## src/rtl/adder_pkg.sv

```systemverilog
// -----------------------------------------------------------------------------
// adder_pkg
//   Shared constants and types for the calculator adder core.
//
//   ADDER_DEFAULT_W  default operand/sum width used when the adder is
//                    instantiated without an explicit width.
//   ADDER_MAX_W      widest supported operand width.
//   adder_result_t   full-precision result container {cout, sum}. It is sized
//                    for the widest supported adder; an n-bit instance uses
//                    bits [n:0], with bit n holding the carry out.
//   adder_pack       helper that builds an adder_result_t from a carry and an
//                    n-bit sum (sum supplied zero-extended to ADDER_MAX_W).
// -----------------------------------------------------------------------------
package adder_pkg;

    localparam int ADDER_DEFAULT_W = 4;
    localparam int ADDER_MAX_W     = 64;

    typedef logic [ADDER_MAX_W:0] adder_result_t;

    // Place the carry directly above the top sum bit for a width-w adder.
    function automatic adder_result_t adder_pack(
        input logic                   carry,
        input logic [ADDER_MAX_W-1:0] sum_ext,
        input int                     w
    );
        adder_result_t r;
        r      = {1'b0, sum_ext};
        r[w]   = carry;
        return r;
    endfunction

endpackage

```

## src/rtl/full_adder_1bit.sv

```systemverilog
// -----------------------------------------------------------------------------
// full_adder_1bit
//   One stage of the ripple-carry chain.
//
//   Ports
//     a   in   1   operand bit
//     b   in   1   operand bit
//     ci  in   1   carry into this bit
//     s   out  1   sum bit  = a ^ b ^ ci
//     co  out  1   carry out = generate | (propagate & ci)
// -----------------------------------------------------------------------------
module full_adder_1bit (
    input  logic a,
    input  logic b,
    input  logic ci,
    output logic s,
    output logic co
);

    logic p;

    assign p  = a ^ b;
    assign s  = p ^ ci;
    assign co = (a & b) | (ci & p);

endmodule

```

## src/rtl/adder_n_bit.sv

```systemverilog
// -----------------------------------------------------------------------------
// adder_n_bit
//   Registered n-bit unsigned ripple-carry adder, arithmetic core of the
//   calculator datapath. Operands and carry-in are sampled on every rising
//   clock edge where in_valid is high; the result appears on the outputs one
//   clock later together with out_valid.
//
//   Parameters
//     n          operand/sum width, 1..64 (default ADDER_DEFAULT_W = 4)
//
//   Ports
//     clk        in   1   rising-edge clock
//     rst_n      in   1   asynchronous active-low reset
//     in_valid   in   1   a/b/cin qualify this cycle
//     a          in   n   operand A, unsigned
//     b          in   n   operand B, unsigned
//     cin        in   1   carry-in
//     out_valid  out  1   sum/cout hold a result loaded on the last edge
//     sum        out  n   registered (a + b + cin) mod 2^n
//     cout       out  1   registered carry out of bit n-1
//     ovf        out  1   registered two's-complement overflow
//                         (only when ADDER_OVF_EN is defined)
//
//   Build options
//     ADDER_OVF_EN  adds the ovf port and its register. Without it the port
//                   and register are absent and everything else is unchanged.
//
//   When in_valid is low the result registers keep their contents and only
//   out_valid drops, so downstream logic can still read the last result.
// -----------------------------------------------------------------------------
module adder_n_bit
    import adder_pkg::*;
#(
    parameter int n = ADDER_DEFAULT_W
) (
    input  logic         clk,
    input  logic         rst_n,
    input  logic         in_valid,
    input  logic [n-1:0] a,
    input  logic [n-1:0] b,
    input  logic         cin,
    output logic         out_valid,
    output logic [n-1:0] sum,
    output logic         cout
`ifdef ADDER_OVF_EN
    ,
    output logic         ovf
`endif
);

    // ---- stage p0: combinational ripple chain on the live inputs ----------
    logic [n:0]   c_p0;
    logic [n-1:0] s_p0;

    assign c_p0[0] = cin;

    for (genvar i = 0; i < n; i++) begin : g_bit
        full_adder_1bit u_fa (
            .a  (a[i]),
            .b  (b[i]),
            .ci (c_p0[i]),
            .s  (s_p0[i]),
            .co (c_p0[i+1])
        );
    end

    // ---- stage p1: result, carry and valid registers ----------------------
    logic [n-1:0] sum_p1;
    logic         cout_p1;
    logic         vld_p1;

    always_ff @(posedge clk or negedge rst_n) begin
        if (!rst_n) begin
            sum_p1  <= '0;
            cout_p1 <= 1'b0;
            vld_p1  <= 1'b0;
        end else begin
            vld_p1 <= in_valid;
            if (in_valid) begin
                sum_p1  <= s_p0;
                cout_p1 <= c_p0[n];
            end
        end
    end

    assign out_valid = vld_p1;
    assign sum       = sum_p1;
    assign cout      = cout_p1;

`ifdef ADDER_OVF_EN
    // Signed overflow: carry into the sign bit differs from carry out of it.
    // For n == 1 the carry into the sign bit is cin itself.
    logic ovf_p1;

    always_ff @(posedge clk or negedge rst_n) begin
        if (!rst_n) begin
            ovf_p1 <= 1'b0;
        end else if (in_valid) begin
            ovf_p1 <= c_p0[n] ^ c_p0[n-1];
        end
    end

    assign ovf = ovf_p1;
`endif

endmodule

```

## config.mk

```make
export PLATFORM = sky130hd
export DESIGN_NAME = adder_n_bit
export DESIGN_NICKNAME = d
export VERILOG_FILES = /design/src/rtl/adder_pkg.sv /design/src/rtl/full_adder_1bit.sv /design/src/rtl/adder_n_bit.sv
export SDC_FILE = /design/constraint.sdc
export NUM_CORES = 1
export LEC_CHECK = 0
export ABC_AREA = 1
export CAP_MARGIN = 20
export CORE_AREA = 5 5 42 44
export CTS_BUF_LIST = sky130_fd_sc_hd__clkbuf_8
export CTS_CLUSTER_SIZE = 20
export DETAILED_ROUTE_END_ITERATION = 8
export DIE_AREA = 0 0 47 49
export GPL_ROUTABILITY_DRIVEN = 0
export SYNTH_ARGS = -nofsm -noshare
export SYNTH_HDL_FRONTEND = slang
export SYNTH_SLANG_ARGS = --single-unit
```

## constraint.sdc

```tcl
create_clock -name clk -period 0.8 [get_ports clk]
set_input_delay 0.24 -clock clk [delete_from_list [all_inputs] [get_ports clk]]
set_output_delay 0.24 -clock clk [all_outputs]
set_load 0.01 [all_outputs]
```

# [After elaboration in Yosys (flattened, before gate mapping)]
# Cells that the tools add are included.
[totals] reg_bits=6 in_bits=12 output_inout_bits=6 elab_cells=23
[op_classes] bitwise_logic=20
[op_table] operator="$and 1x1->1" count=8
[op_table] operator="$xor 1x1->1" count=8
[op_table] operator="$or 1x1->1" count=4

# [Longest topological paths before layout]
# Gate-level depths: netlist (run 1).
[depth] word_depth=9 ltp_mapped=10 mapped_depth_nobuf=10

# [Cells and area by module]
# From an unflattened synthesis (run 1), not the netlist that was laid out.
[unflattened] cells_unflattened=26 hier_area_um2=290.3
[modules_own_cells] module="adder_n_bit" n_inst=1 cells_per_inst=22 area_per_inst_um2=210.2 seq_area_each_um2=150.1
[modules_own_cells] module="full_adder_1bit" n_inst=4 cells_per_inst=1 area_per_inst_um2=20.0 seq_area_each_um2=0.0

# [Worst setup path before layout (run 1)]
# No wires, ideal clock.
[synth_timing] kind="input -> register" from="input a[0]" to="register sum_p1[3], in the netlist sum[3]" setup_time_ns=0.065 arrival_ns=1.822 t_required_ns=0.735 path_slack_ns=-1.087 stages=10 n_path_buf=0 cell_sequence="inv_1 fa_1 inv_1 fa_1 fa_1 inv_1 fa_1 inv_1 nand2_1 nand2_1"
[synth_between] elab_chain_cells=8 word_cells_on_any_way=9 classes_between="9 x bitwise"
[synth_lines] item="start: declaration" line="adder_n_bit.sv:39" rtl="input logic [n-1:0] a,"
[synth_lines] item="$xor 1x1->1" line="full_adder_1bit.sv:22" rtl="assign p = a ^ b;"
[synth_lines] item="$and 1x1->1" line="full_adder_1bit.sv:24" rtl="assign co = (a & b) | (ci & p);"
[synth_lines] item="$or 1x1->1 *" line="full_adder_1bit.sv:24"
[synth_lines] item="$and 1x1->1 *" line="full_adder_1bit.sv:24"
[synth_lines] item="$or 1x1->1 *" line="full_adder_1bit.sv:24"
[synth_lines] item="$and 1x1->1 *" line="full_adder_1bit.sv:24"
[synth_lines] item="$or 1x1->1 *" line="full_adder_1bit.sv:24"
[synth_lines] item="$xor 1x1->1 *" line="full_adder_1bit.sv:23" rtl="assign s = p ^ ci;"
[synth_lines] item="end signal: assignment" line="adder_n_bit.sv:80" rtl="sum_p1 <= s_p0;"
[synth_lines] item="end: declaration" line="adder_n_bit.sv:68" rtl="logic [n-1:0] sum_p1;"
# Mark *: on every way between the ends. The rest lies on a longest branch, timed or not.
# A chain may end at the register's enable or synchronous reset.

# [Worst setup path after layout (run 1)]
# Same ends and word-level chain as after synthesis.

==> impl_summary.txt, run 1 <==
----------------------------------------------------
[Finish]
  Filler cell count in the final layout ... 159
  Highest-count cells in the layout ignoring fill and taps ... sky130_fd_sc_hd__nand2_1, sky130_fd_sc_hd__inv_2, sky130_fd_sc_hd__dfrtp_1, sky130_fd_sc_hd__buf_2
  Fraction of layout cells with a size suffix above 1 ... 49.2%
  Area occupied by registers ... 150 um^2
  Most common cell after layout, fill and taps aside ... sky130_fd_sc_hd__nand2_1
  Layout overhead on the synthesized area ... 83.6%
  Area used by multi-input combinational logic ... 146 um^2
  Layout net count ... 79
  Antenna Diode Count ... 0
  Cell area after layout ... 602 um^2

[Floorplanning]
  Top Ports ... 18
  Height of the die ... 49 um
  Die area ... 2300 um^2
  Number of core rows ... 14
  Width of the die ... 47 um
  Core ar. ... between 1000 and 1500 um^2
  Starting Density ... 23.4%

[Synth]
  Yosys warns ... 0
  Synth Net Count ... 52
  Area of the mapped netlist ... ~330 um^2
  Number of standard cells after synthesis ... 36
  Post-synthesis sequential area ratio ... 45.8%
  Average size of a mapped cell ... 9.11 um^2
  Post-synthesis register bit count ... 6
  Cell variety after synth ... 5

[Min path]
  Worst min path class ... in2async

[Drt]
  Number of search-and-repair iterations in the first detailed-routing pass ... 2
  Total vias in the final route ... 283
  Avg WL per Cell ... around 8.6 um
  Per-cell via count in the routed design ... 3.68
  Number of antenna-violating nets in the routed design ... 0
  Initial DRC count ... 3
  Final routed wirelength across all metal layers ... 662 um
  DR DRC count ... 0

[Critical path]
  Required @ worst endpoint ... 960 ps
  CP max FO ... 1
  Data arrival, critical path ... about 1900 ps
  Critical Setup Path Class ... in2reg
  Crit. End Element ... flip-flop
  Kind of start point of the critical path ... primary input

[Clock tree]
  Number of hold-repair buffers added at the cts stage ... 0
  H-tree depth ... 1
  Clock Pin Slew Worst Setup and Hold Paths ... 30 ps
  TritonCTS clock tree ... built
  Number of buffers inserted during clock tree synthesis ... 3
  Clock latency on the worst-skew pair ... approximately 220 ps
  CTS Sinks ... 6
  Number of buffers on the longest clock path ... 2
  Master cell of the clock root buffer ... sky130_fd_sc_hd__clkbuf_8

[Timing]
  Final critical-path share of the clock period ... 217%
  Clock tree skew after final layout ... 0 ps
  Final Hold Slack ... 265 ps
  Endpoints failing setup ... 11
  Number of pins with negative max-slew slack in the final report ... 0
  Worst Setup Slack, final ... -939 ps
  Count of final hold-check violations ... 0
  Setup TNS after final layout ... -3720 ps
  Tightest slew margin relative to the limit ... 81.7%
  Slew at the pin with the worst max-slew slack ... 274 ps
  Highest clock frequency the design can meet ... 575 MHz
  Unrepaired setup endpoints after global routing ... yes
  Minimum clock period after layout ... 1740 ps

[Global routing]
  Global-route wire length before repair ... 1080 um
  Number of antenna violations at the first check in global routing ... 0
  Vias in the first global route ... between 200 and 300
  Total Routing Usage GR ... 7.05%
  Maximum number of pins on one net before global-route repair ... 7
  Global-route congestion overflow total ... 0

[Run]
  Count of maximum capacitance violations ... 0

[Placement]
  Input/output buffers ... 17
  Post-place instance area ... slightly below 600 um^2

[Outcome]
  Failing checks ... negative setup slack
  Outcome ... finished, violations left

[Pwr]
  Reported leakage power ... 0.328 nW
  Pwr Density ... 1840 nW/um^2
  Largest voltage drop on the vdd net ... ~1.1 mV

----------------------------------------------------
-- power by group --
part	switching, mW	internal (mW)	total (mW)
logic	0.138	0.167	0.305
clock network	0.116	0.322	0.438
registers	0.0174	0.349	0.366
-- final timing paths --
| check | to | startpoint | cells after the start | slack (ps) |
|---|---|---|---|---|
| min in group clk | sum[2]$_DFFE_PN0P_ | in_valid | 3 | 340 |
| max in group asynchronous | out_valid$_DFF_PN0_ | rst_n | 1 | 320 |
| worst min register to register | sum[2]$_DFFE_PN0P_ | sum[2]$_DFFE_PN0P_ | 2 | 470 |
| worst min-delay path | sum[3]$_DFFE_PN0P_ | rst_n | 1 | 270 |
| worst max register to register | sum[0]$_DFFE_PN0P_ | sum[0]$_DFFE_PN0P_ | 3 | 100 |
| worst max-delay path | sum[3]$_DFFE_PN0P_ | a[0] | 11 | -940 |
-- area by class of cell --
cell class	instances	area share [%]
clock buffers	3	6.86
inverters	11	9.77
well taps	16	3.33
flip-flops and latches	6	24.9
repair buffers	22	30.8
multi-input cells	19	24.3
-- cell families after synthesis --
kind of cell / Yosys count / share of synthesized area, %
and+or+nand+nor: 15 / 17.2
DFF: 6 / 45.8
buffers and inverters: 11 / 12.6
adders and majority gates: 4 / 24.4
-- critical path, stage by stage --
cell and delay, ps:
sky130_fd_sc_hd__buf_8 110, sky130_fd_sc_hd__inv_12 40, sky130_fd_sc_hd__fa_2 190, sky130_fd_sc_hd__inv_2 40
sky130_fd_sc_hd__fa_2 330, sky130_fd_sc_hd__fa_2 340, sky130_fd_sc_hd__inv_2 60, sky130_fd_sc_hd__fa_2 420
sky130_fd_sc_hd__inv_2 50, sky130_fd_sc_hd__nand2_1 40, sky130_fd_sc_hd__nand2_1 40
-- synth_stat cells --
cell type,count,area share [%]
sky130_fd_sc_hd__inv_1,10,11
sky130_fd_sc_hd__fa_1,4,24
sky130_fd_sc_hd__inv_2,1,1.1
sky130_fd_sc_hd__nand2_1,15,17
sky130_fd_sc_hd__dfrtp_1,6,46
-- state kept, by name, summed over array words and instances (netlist names) --
signal / flops
cout: 1
out_valid: 1
sum: 4
-- per-layer routing --
layer / vias to the layer above / part of all wire [%] / track usage, %
li1: 148 / - / -
met1: 121 / 40 / 7.06
met2: 12 / 44 / 9.95
met3: 2 / 14 / 5.54
met4: 0 / 1.2 / 4.15
met5: - / 0 / 0
-- per-stage QoR --
stage	setup slack, ps	power, mW	util, %	std cells
finish	-939	1.11	42.9	77
global route	-989	1.20	42.9	77
CTS	-1010	1.13	42.8	77
detailed placement	-1710	0.716	41.6	74
global placement	-1700	0.712	41.6	74
floorplan	-1010	0.491	-	36
-- repair_timing --
item                                    CTS  global route
setup buffers                             0             0
resized for setup                        45             4
pin swaps                                 8             5
endpoints found under the setup margin   11            12
(Power assumes the default switching activity.)
==> run 2, diff against run 1 <==
==> constraint.sdc (replaced) <==
create_clock -name clk -period 0.8 [get_ports clk]
set_input_delay 0.16 -clock clk [delete_from_list [all_inputs] [get_ports clk]]
set_output_delay 0.16 -clock clk [all_outputs]
set_load 0.01 [all_outputs]
==> impl_summary.txt, run 2 (same netlist as run 1, synthesis figures left out) <==
----------------------------------------------------
[Pwr]
  Total power draw ... 1.11 mW
  Pwr Density ... 1850 nW/um^2
  Reported leakage power ... 0.319 nW
  Largest voltage drop on the vdd net ... 1.10 mV

[Drt]
  Total vias in the final route ... approximately 280
  Number of antenna-violating nets in the routed design ... 0
  Avg WL per Cell ... between 8 and 9 um
  Initial DRC count ... 3
  Per-cell via count in the routed design ... 3.68
  Final routed wirelength across all metal layers ... 657 um
  DR DRC count ... 0
  Number of search-and-repair iterations in the first detailed-routing pass ... 2

[Finish]
  Fraction of layout cells with a size suffix above 1 ... about half
  Most common cell after layout, fill and taps aside ... sky130_fd_sc_hd__nand2_1
  Highest-count cells in the layout ignoring fill and taps ... sky130_fd_sc_hd__nand2_1, sky130_fd_sc_hd__inv_2, sky130_fd_sc_hd__dfrtp_1, sky130_fd_sc_hd__clkdlybuf4s50_1, sky130_fd_sc_hd__buf_2
  Antenna Diode Count ... 0
  Area occupied by registers ... 150 um^2
  Area used by multi-input combinational logic ... 146 um^2
  Flip-flop count of the largest register, all copies and words added ... 4
  Layout overhead on the synthesized area ... 82.8%
  Filler cell count in the final layout ... 160
  Layout net count ... 79

[Global routing]
  Global-route congestion overflow total ... 0
  Vias in the first global route ... 291
  Maximum number of pins on one net before global-route repair ... 7
  Number of antenna violations at the first check in global routing ... 0
  Total Routing Usage GR ... 7.05%
  Global-route wire length before repair ... 1080 um

[Clock tree]
  Clock Pin Slew Worst Setup and Hold Paths ... 30 ps
  Clock latency on the worst-skew pair ... 220 ps
  Number of buffers inserted during clock tree synthesis ... 3
  CTS Sinks ... 6
  Number of buffers on the longest clock path ... 2
  TritonCTS clock tree ... built
  Master cell of the clock root buffer ... sky130_fd_sc_hd__clkbuf_8
  Number of hold-repair buffers added at the cts stage ... 0
  Number of buffers added for setup after CTS ... 0
  H-tree depth ... 1

[Placement]
  Input/output buffers ... 17

[Timing]
  Unrepaired setup endpoints after global routing ... yes
  Final critical-path share of the clock period ... 207%
  Slew at the pin with the worst max-slew slack ... 274 ps
  Final Hold Slack ... 185 ps
  Number of pins with negative max-slew slack in the final report ... 0
  Worst Setup Slack, final ... -859 ps
  Count of final hold-check violations ... 0
  Tightest slew margin relative to the limit ... 81.7%
  Endpoints failing setup ... 11
  Setup TNS after final layout ... -2830 ps
  Highest clock frequency the design can meet ... 603 MHz
  Clock tree skew after final layout ... 0 ps
  Minimum clock period after layout ... 1660 ps

[Outcome]
  Outcome ... finished, violations left
  Failing checks ... negative setup slack

[Critical path]
  Launch point of the worst reg-to-reg path ... sum[0]$_DFFE_PN0P_
  Crit. End Element ... flip-flop
  Reg-to-reg endpoint ... sum[0]$_DFFE_PN0P_
  Library cell contributing the largest single delay on the critical path ... sky130_fd_sc_hd__fa_2
  Cell-by-cell listing of the critical path ... buf_8, inv_12, fa_2, inv_2, fa_2, fa_2, inv_2, fa_2, inv_2, nand2_1, nand2_1
  Kind of start point of the critical path ... primary input
  Worst Reg-to-Reg Cells ... 3
  Required @ worst endpoint ... 960 ps
  Critical Setup Path Class ... in2reg
  Data arrival, critical path ... 1820 ps
  CP max FO ... 1
  Slack of the worst reg-to-reg path ... roughly 100 ps
  Critical path's largest stage delay ... 420 ps
  Most frequent cell on the critical path ... sky130_fd_sc_hd__fa_2

[Floorplanning]
  Top Ports ... 18
  Die area ... 2300 um^2
  Core ar. ... 1400 um^2
  Starting Density ... between 20% and 30%
  Height of the die ... 49 um
  Width of the die ... 47 um
  Number of core rows ... 14

[Min path]
  Worst min path class ... in2async

[Run]
  Count of maximum capacitance violations ... 0

----------------------------------------------------
-- run 2: routing by layer --
layer	up-vias	routed length [um]	global-route usage (%)
met1	121	259	7.06
met2	12	293	9.95
met5	-	0	0
li1	148	-	-
met4	0	8	4.15
met3	2	95	5.54
-- run 2: how the worst max path moves through the flow --
stage,startpoint,end,slack [ps],cells after the start
after floorplan,a[0],sum[3]$_DFFE_PN0P_,-930,10
after global placement,a[0],sum[3]$_DFFE_PN0P_,-1620,11
after detailed placement,a[0],sum[3]$_DFFE_PN0P_,-1630,11
after CTS,a[0],sum[3]$_DFFE_PN0P_,-930,11
after global routing,a[0],sum[3]$_DFFE_PN0P_,-910,11
final,a[0],sum[3]$_DFFE_PN0P_,-860,11
-- run 2: area by class of cell --
class / count / share of cell area [%]
Clock buffer: 3 / 6.89
Multi-Input combinational cell: 19 / 24.4
Timing Repair Buffer: 22 / 30.5
Inverter: 11 / 9.81
Sequential cell: 6 / 25.1
Tap cell: 16 / 3.34
-- run 2: metrics by stage --
step,cells,util [%],cell area (um^2),setup WS [ps]
floorplan,36,-,355,-932
global placement,74,41.6,583,-1620
detailed placement,74,41.6,583,-1630
CTS,77,42.8,599,-935
global route,77,42.8,599,-909
finish,77,42.8,599,-859
-- run 2: critical path, delay by kind of cell --
kind          cells  cell delay, ps
buf+inv           5             300
simple gates      2              80
fa+ha+maj         4            1280
-- run 2: timing repair --
action	4_1_cts	5_1_grt
endpoints found under the hold margin	0	0
pin swaps	8	5
gates resized for setup	45	3
endpoints found under the setup margin	11	11
-- run 2: power breakdown --
group          total (mW)  switching [mW]  leakage (nW)  internal, mW
Sequential          0.366          0.0174        0.0725         0.349
Combinational       0.305           0.138         0.225         0.167
Clock               0.438           0.116        0.0216         0.322
Total                1.11           0.272         0.319         0.838
